### src/rtl/alu_operand_pkg.sv
// Shared types and helpers for the ALU operand register.
package alu_operand_pkg;

   // Operand register lifecycle: nothing loaded, holding an operand, or frozen by hold.
   typedef enum logic [1:0] {
      EMPTY  = 2'd0,
      LOADED = 2'd1,
      FROZEN = 2'd2
   } operand_state_t;

   // Widest enable vector the helper below accepts.
   localparam int MAX_SRC = 32;

   // True when more than one bit of v is set: clearing the lowest set bit leaves something behind.
   function automatic logic popcount_gt1(input logic [MAX_SRC-1:0] v);
      return (v & (v - MAX_SRC'(1))) != '0;
   endfunction

endpackage

### src/rtl/operand_source_select.sv
// Combinational source picker: lowest-index enabled source wins, optionally inverted.
module operand_source_select
   import alu_operand_pkg::*;
#(
   parameter int WIDTH   = 8,
   parameter int NUM_SRC = 3
) (
   input  logic [NUM_SRC*WIDTH-1:0] src_in,
   input  logic [NUM_SRC-1:0]       src_en,
   input  logic [NUM_SRC-1:0]       invert_en,
   output logic                     sel_valid,
   output logic [WIDTH-1:0]         sel_data,
   output logic                     multi_hit
);

   // Each source after its own inversion; only the selected one is ever used,
   // so an invert bit without a matching enable has no effect.
   logic [WIDTH-1:0] cand [NUM_SRC];

   genvar gi;
   generate
      for (gi = 0; gi < NUM_SRC; gi++) begin : g_cand
         assign cand[gi] = invert_en[gi] ? ~src_in[gi*WIDTH +: WIDTH]
                                         :  src_in[gi*WIDTH +: WIDTH];
      end
   endgenerate

   // Priority mux: scan from the top down so the lowest enabled index is written last.
   always_comb begin
      sel_data = '0;
      for (int i = NUM_SRC - 1; i >= 0; i--) begin
         if (src_en[i]) begin
            sel_data = cand[i];
         end
      end
   end

   assign sel_valid = |src_en;
   assign multi_hit = popcount_gt1(MAX_SRC'(src_en));

endmodule

### src/rtl/alu_operand_register.sv
// ALU operand input register: N selectable sources with per-source invert,
// empty/loaded/frozen tracking, a previous-operand shadow and a sticky conflict flag.
module alu_operand_register
   import alu_operand_pkg::*;
#(
   parameter int               WIDTH       = 8,
   parameter int               NUM_SRC     = 3,
   parameter logic [WIDTH-1:0] RESET_VALUE = '0,
   parameter bit               BYPASS      = 1'b0
) (
   input  logic                     clk,
   input  logic                     reset,
   input  logic [NUM_SRC*WIDTH-1:0] src_IN,
   input  logic [NUM_SRC-1:0]       src_EN,
   input  logic [NUM_SRC-1:0]       invert_EN,
   input  logic                     hold_IN,
   input  logic                     clear_IN,
   output logic [WIDTH-1:0]         value_OUT,
   output logic [WIDTH-1:0]         prev_OUT,
   output logic                     valid_OUT,
   output logic                     frozen_OUT,
   output logic                     conflict_OUT
);

   operand_state_t   state_reg, state_next;
   logic [WIDTH-1:0] value_reg, value_next;
   logic [WIDTH-1:0] prev_reg, prev_next;
   logic             valid_reg, valid_next;
   logic             conflict_reg, conflict_next;

   logic             sel_valid;
   logic [WIDTH-1:0] sel_data;
   logic             multi_hit;
   logic             load_accept;

   operand_source_select #(
      .WIDTH   (WIDTH),
      .NUM_SRC (NUM_SRC)
   ) u_select (
      .src_in    (src_IN),
      .src_en    (src_EN),
      .invert_en (invert_EN),
      .sel_valid (sel_valid),
      .sel_data  (sel_data),
      .multi_hit (multi_hit)
   );

   // A load lands only when nothing of higher precedence is active this cycle.
   assign load_accept = sel_valid && !hold_IN && !clear_IN && !reset;

   // State and datapath registers; reset forces EMPTY even while hold is high.
   always_ff @(posedge clk) begin
      if (reset) begin
         state_reg    <= EMPTY;
         value_reg    <= RESET_VALUE;
         prev_reg     <= RESET_VALUE;
         valid_reg    <= 1'b0;
         conflict_reg <= 1'b0;
      end else begin
         state_reg    <= state_next;
         value_reg    <= value_next;
         prev_reg     <= prev_next;
         valid_reg    <= valid_next;
         conflict_reg <= conflict_next;
      end
   end

   // Next-state logic in precedence order: clear, then hold, then load/release.
   always_comb begin
      state_next    = state_reg;
      value_next    = value_reg;
      prev_next     = prev_reg;
      valid_next    = valid_reg;
      conflict_next = conflict_reg;

      if (clear_IN) begin
         // Clear wipes contents; a simultaneous hold still leaves us frozen (but empty).
         value_next    = RESET_VALUE;
         prev_next     = RESET_VALUE;
         valid_next    = 1'b0;
         conflict_next = 1'b0;
         state_next    = hold_IN ? FROZEN : EMPTY;
      end else if (hold_IN) begin
         state_next = FROZEN;
      end else if (load_accept) begin
         // Also covers the release cycle out of FROZEN.
         prev_next  = value_reg;
         value_next = sel_data;
         valid_next = 1'b1;
         state_next = LOADED;
         if (multi_hit) begin
            conflict_next = 1'b1;
         end
      end else if (state_reg == FROZEN) begin
         state_next = valid_reg ? LOADED : EMPTY;
      end
   end

   assign prev_OUT   = prev_reg;
   assign valid_OUT  = valid_reg;
   assign frozen_OUT = (state_reg == FROZEN);

   generate
      if (BYPASS) begin : g_bypass
         assign value_OUT = load_accept ? sel_data : value_reg;
      end else begin : g_registered
         assign value_OUT = value_reg;
      end

      // With a single source two enables can never coincide.
      if (NUM_SRC == 1) begin : g_single_src
         assign conflict_OUT = 1'b0;
      end else begin : g_multi_src
         assign conflict_OUT = conflict_reg;
      end
   endgenerate

endmodule
### config.mk
export PLATFORM = sky130hd
export DESIGN_NAME = alu_operand_register
export DESIGN_NICKNAME = d
export VERILOG_FILES = /design/src/rtl/alu_operand_pkg.sv /design/src/rtl/operand_source_select.sv /design/src/rtl/alu_operand_register.sv
export SDC_FILE = /design/constraint.sdc
export NUM_CORES = 1
export LEC_CHECK = 0
export CORE_AREA = 4 4 53 60
export CTS_BUF_LIST = sky130_fd_sc_hd__clkbuf_4 sky130_fd_sc_hd__clkbuf_8
export CTS_CLUSTER_SIZE = 14
export DETAILED_ROUTE_END_ITERATION = 6
export DIE_AREA = 0 0 57 64
export GPL_TIMING_DRIVEN = 0
export PLACE_DENSITY = 0.85
export RECOVER_POWER = 50
export SLEW_MARGIN = 10
export SYNTH_ARGS = -nofsm -noshare
export SYNTH_HDL_FRONTEND = slang
export SYNTH_SLANG_ARGS = --single-unit
### constraint.sdc
create_clock -name clk -period 2.75 [get_ports clk]
set_input_delay 0.55 -clock clk [delete_from_list [all_inputs] [get_ports clk]]
set_output_delay 0.55 -clock clk [all_outputs]
set_load 0.05 [all_outputs]
==> metrics.yaml <==
status:
  outcome: "finished clean"
power_and_ir_drop:
  netSwitchingFraction_pct: 27.11
  power_per_cell_area_nw_per_um2: 431.1
  pwr-share-seq_pct: 41.7
  power_uw: 732.0
  p_int_uw: 533.5
  clockPowerShare_pct: 33.8
  vdd_ir_drop_max_mv: 0.3472
  comb_power_share_pct: 24.5
  switching_power_uw: 198.4
  leakagePower_uw: 0.0005785
clock_network:
  post-cts-setup-buffer-count: 0
  cts_buffer_depth: 2
  cts_buffers: 3
  root_buffer: "clkbuf_4"
  cts_tree: "built"
  cts.repair.resized: 0
  path_clk_slew_ns: 0.12
  cts-hold-fix-buffers: 0
  clk-insertion-delay-late_ns: 0.32
  htreeDepth: 1
  cts_sinks: 20
synthesis:
  synth_area_sq_um: 1139
  synth.area.top_cells: "dfxtp_1, xor2_1, a221o_1"
  synthTopCellsByCount: "dfxtp_1, xor2_1, a21oi_1"
  ys_warn_count: 0
  async_flop_share_pct: 0
  synth-edff-count: 0
  synth_fp_nets: 159
  ys_types: 26
  synth_top_area_share_pct: 35.16
  synth.most_common_cell: "dfxtp_1"
  ys_ff_latch: 20
  synth_ff_type: "dfxtp_1"
  postSynthCellCount: 125
  synth_area_per_cell_sq_um: 9.109
  yosysTopAreaCell: "dfxtp_1"
  yosysSeqAreaShare_pct: 35.16
grt:
  grt_pass1_vias: 1096
  grt_overflow: 0
  antenna_found_initial: 0
  grt_usage_pct: 17.38
  grt_first_pass_wirelength_um: 5043
  grt_max_degree: 13
hold_path:
  hp-class: "reg -> reg"
placement:
  port_buffers: 48
  dpl_cell_area_sq_um: 1660
  hpwl_um: 2496
  place_congestion: 0.8444
floorplan:
  row_count: 20
  dieArea_sq_um: 3648
  initial_utilization_pct: 42.92
  core_area_sq_um: 2653
  ios: 53
  die_height_um: 64
  die_width_um: 57
sta:
  fin_crit_ns: 2.245
  finalSetupViolations: 0
  rsz0062_at_grt: "false"
  timing.slew.headroom_pct: 57.63
  finClkSkew_ns: 0.002809
  slew_violations: 0
  clock.fmax_mhz: 445.5
  hold_viol: 0
  worst_pin_slew_ns: 0.6332
  setup_tns_ns: 0
  finalCritPeriodShare_pct: 81.62
layout:
  fillers: 275
  final_cell_area_sq_um: 1698
  areaGrowthSynthToFinish_pct: 49.12
  postLayoutCoreUtil_pct: 64.01
  n_antenna_cell: 0
  drive_gt1_share_pct: 5.650
  nNetsFinal: 212
critical_path:
  cp_slowest_cell: "dlygate4sd3_1"
  crit_fanout: 10
  cp_cell_sequence: "dlygate4sd3_1 > nor3_1 > clkbuf_1 > nand2_1 > a32o_1"
  end_kind: "flop"
  cp.arrival_ns: 2.47
  critPathMaxStageDelay_ns: 0.60
  crit_family: "buffers and inverters"
  critPathRequiredTime_ns: 2.97
  cp-start-kind: "input pin"
  timing_worst_setup_path_type: "in -> reg"
  cp_num_buf_inv: 2
route:
  ant_nets: 0
  vias_per_cell: 5.567
  drt-total-wl_um: 3175
  drc: 0
  first_pass_iters: 4
  dr.first_iter.drc_count: 20
  wire_per_inst_um: 15.12
  vias: 1169
job:
  cap_violations: 0
-- metal layers --
layer / track usage (%) / routed length [um]
met4: 8.116 / 76
met5: 0 / 0
met2: 31.29 / 1647
met3: 2.828 / 213
met1: 19.53 / 1239
-- cells by family after synthesis --
family,after synthesis,synth area share (%)
and+or+nand+nor,21,10.00
xor gates and xnor gates,24,18.46
buffers and inverters,14,6.483
AOI/OAI and AO/OA,45,29.01
adders and majority gates,1,0.8792
DFF,20,35.16
-- layout by cell type (no fill, tap or decap) --
cell and instances:
clkbuf_4 3, a31oi_1 1, buf_6 1, nor3_2 1
buf_1 3, a32o_1 8, nor3_1 1, bufinv_16 1
a221o_1 8, nand3_1 8, a211oi_1 8, inv_1 1
clkbuf_2 1, clkdlybuf4s50_1 46, dfxtp_1 20, nor2_1 2
maj3_1 1, xnor2_1 8, or3_1 2, a21oi_1 11
or2_2 1, buf_2 2, nand2_1 4, o21ai_0 8
nor2b_1 2, clkbuf_1 6, xor2_1 16, a211o_1 1
dlygate4sd3_1 2
-- path summary, 6_finish.rpt --
| path | from | endpoint | slack, ns | cells past startpoint |
|---|---|---|---|---|
| worst max-delay path | clear_IN | value_OUT[0] | 0.51 | 5 |
| worst min-delay path | prev_OUT[5] | prev_OUT[5] | 0.49 | 2 |
| worst max register to register | state_reg[0] | state_reg[1] | 1.85 | 3 |
| worst min register to register | prev_OUT[5] | prev_OUT[5] | 0.49 | 2 |
-- worst min-delay path: stages (launching register included) --
cell and delay (ns):
dfxtp_1 0.33, o21ai_0 0.06, a21oi_1 0.06
-- power groups by stage --
stage	logic, uW	clock network, uW	registers (uW)
final	179	247	305
after global routing	191	268	306
after CTS	183	250	305
after detailed placement	182	0	311
after global placement	177	0	311
after floorplan	80.2	0	333
-- stage by stage --
stage          worst slack, ns  hold WS (ns)  instances
2_1_floorplan            1.102        0.5121        125
3_3_place_gp            0.5598        0.4498        206
5_1_grt                 0.4086        0.5056        210
4_1_cts                 0.5670        0.4844        210
6_report                0.5054        0.4858        210
3_5_place_dp            0.4947        0.4674        206
-- area by class of cell --
type | instances | area, sq um | share of cell area (%)
Inverter | 1 | 3.754 | 0.2211
Clock inverter | 1 | 30.03 | 1.769
Tap cell | 33 | 41.29 | 2.432
Timing Repair Buffer | 48 | 480.5 | 28.30
Multi-Input combinational cell | 91 | 659.4 | 38.84
Clock buffer | 3 | 22.52 | 1.326
Buffer | 13 | 60.06 | 3.537
Sequential cell | 20 | 400.4 | 23.58
Power figures use the tool's default switching activity.
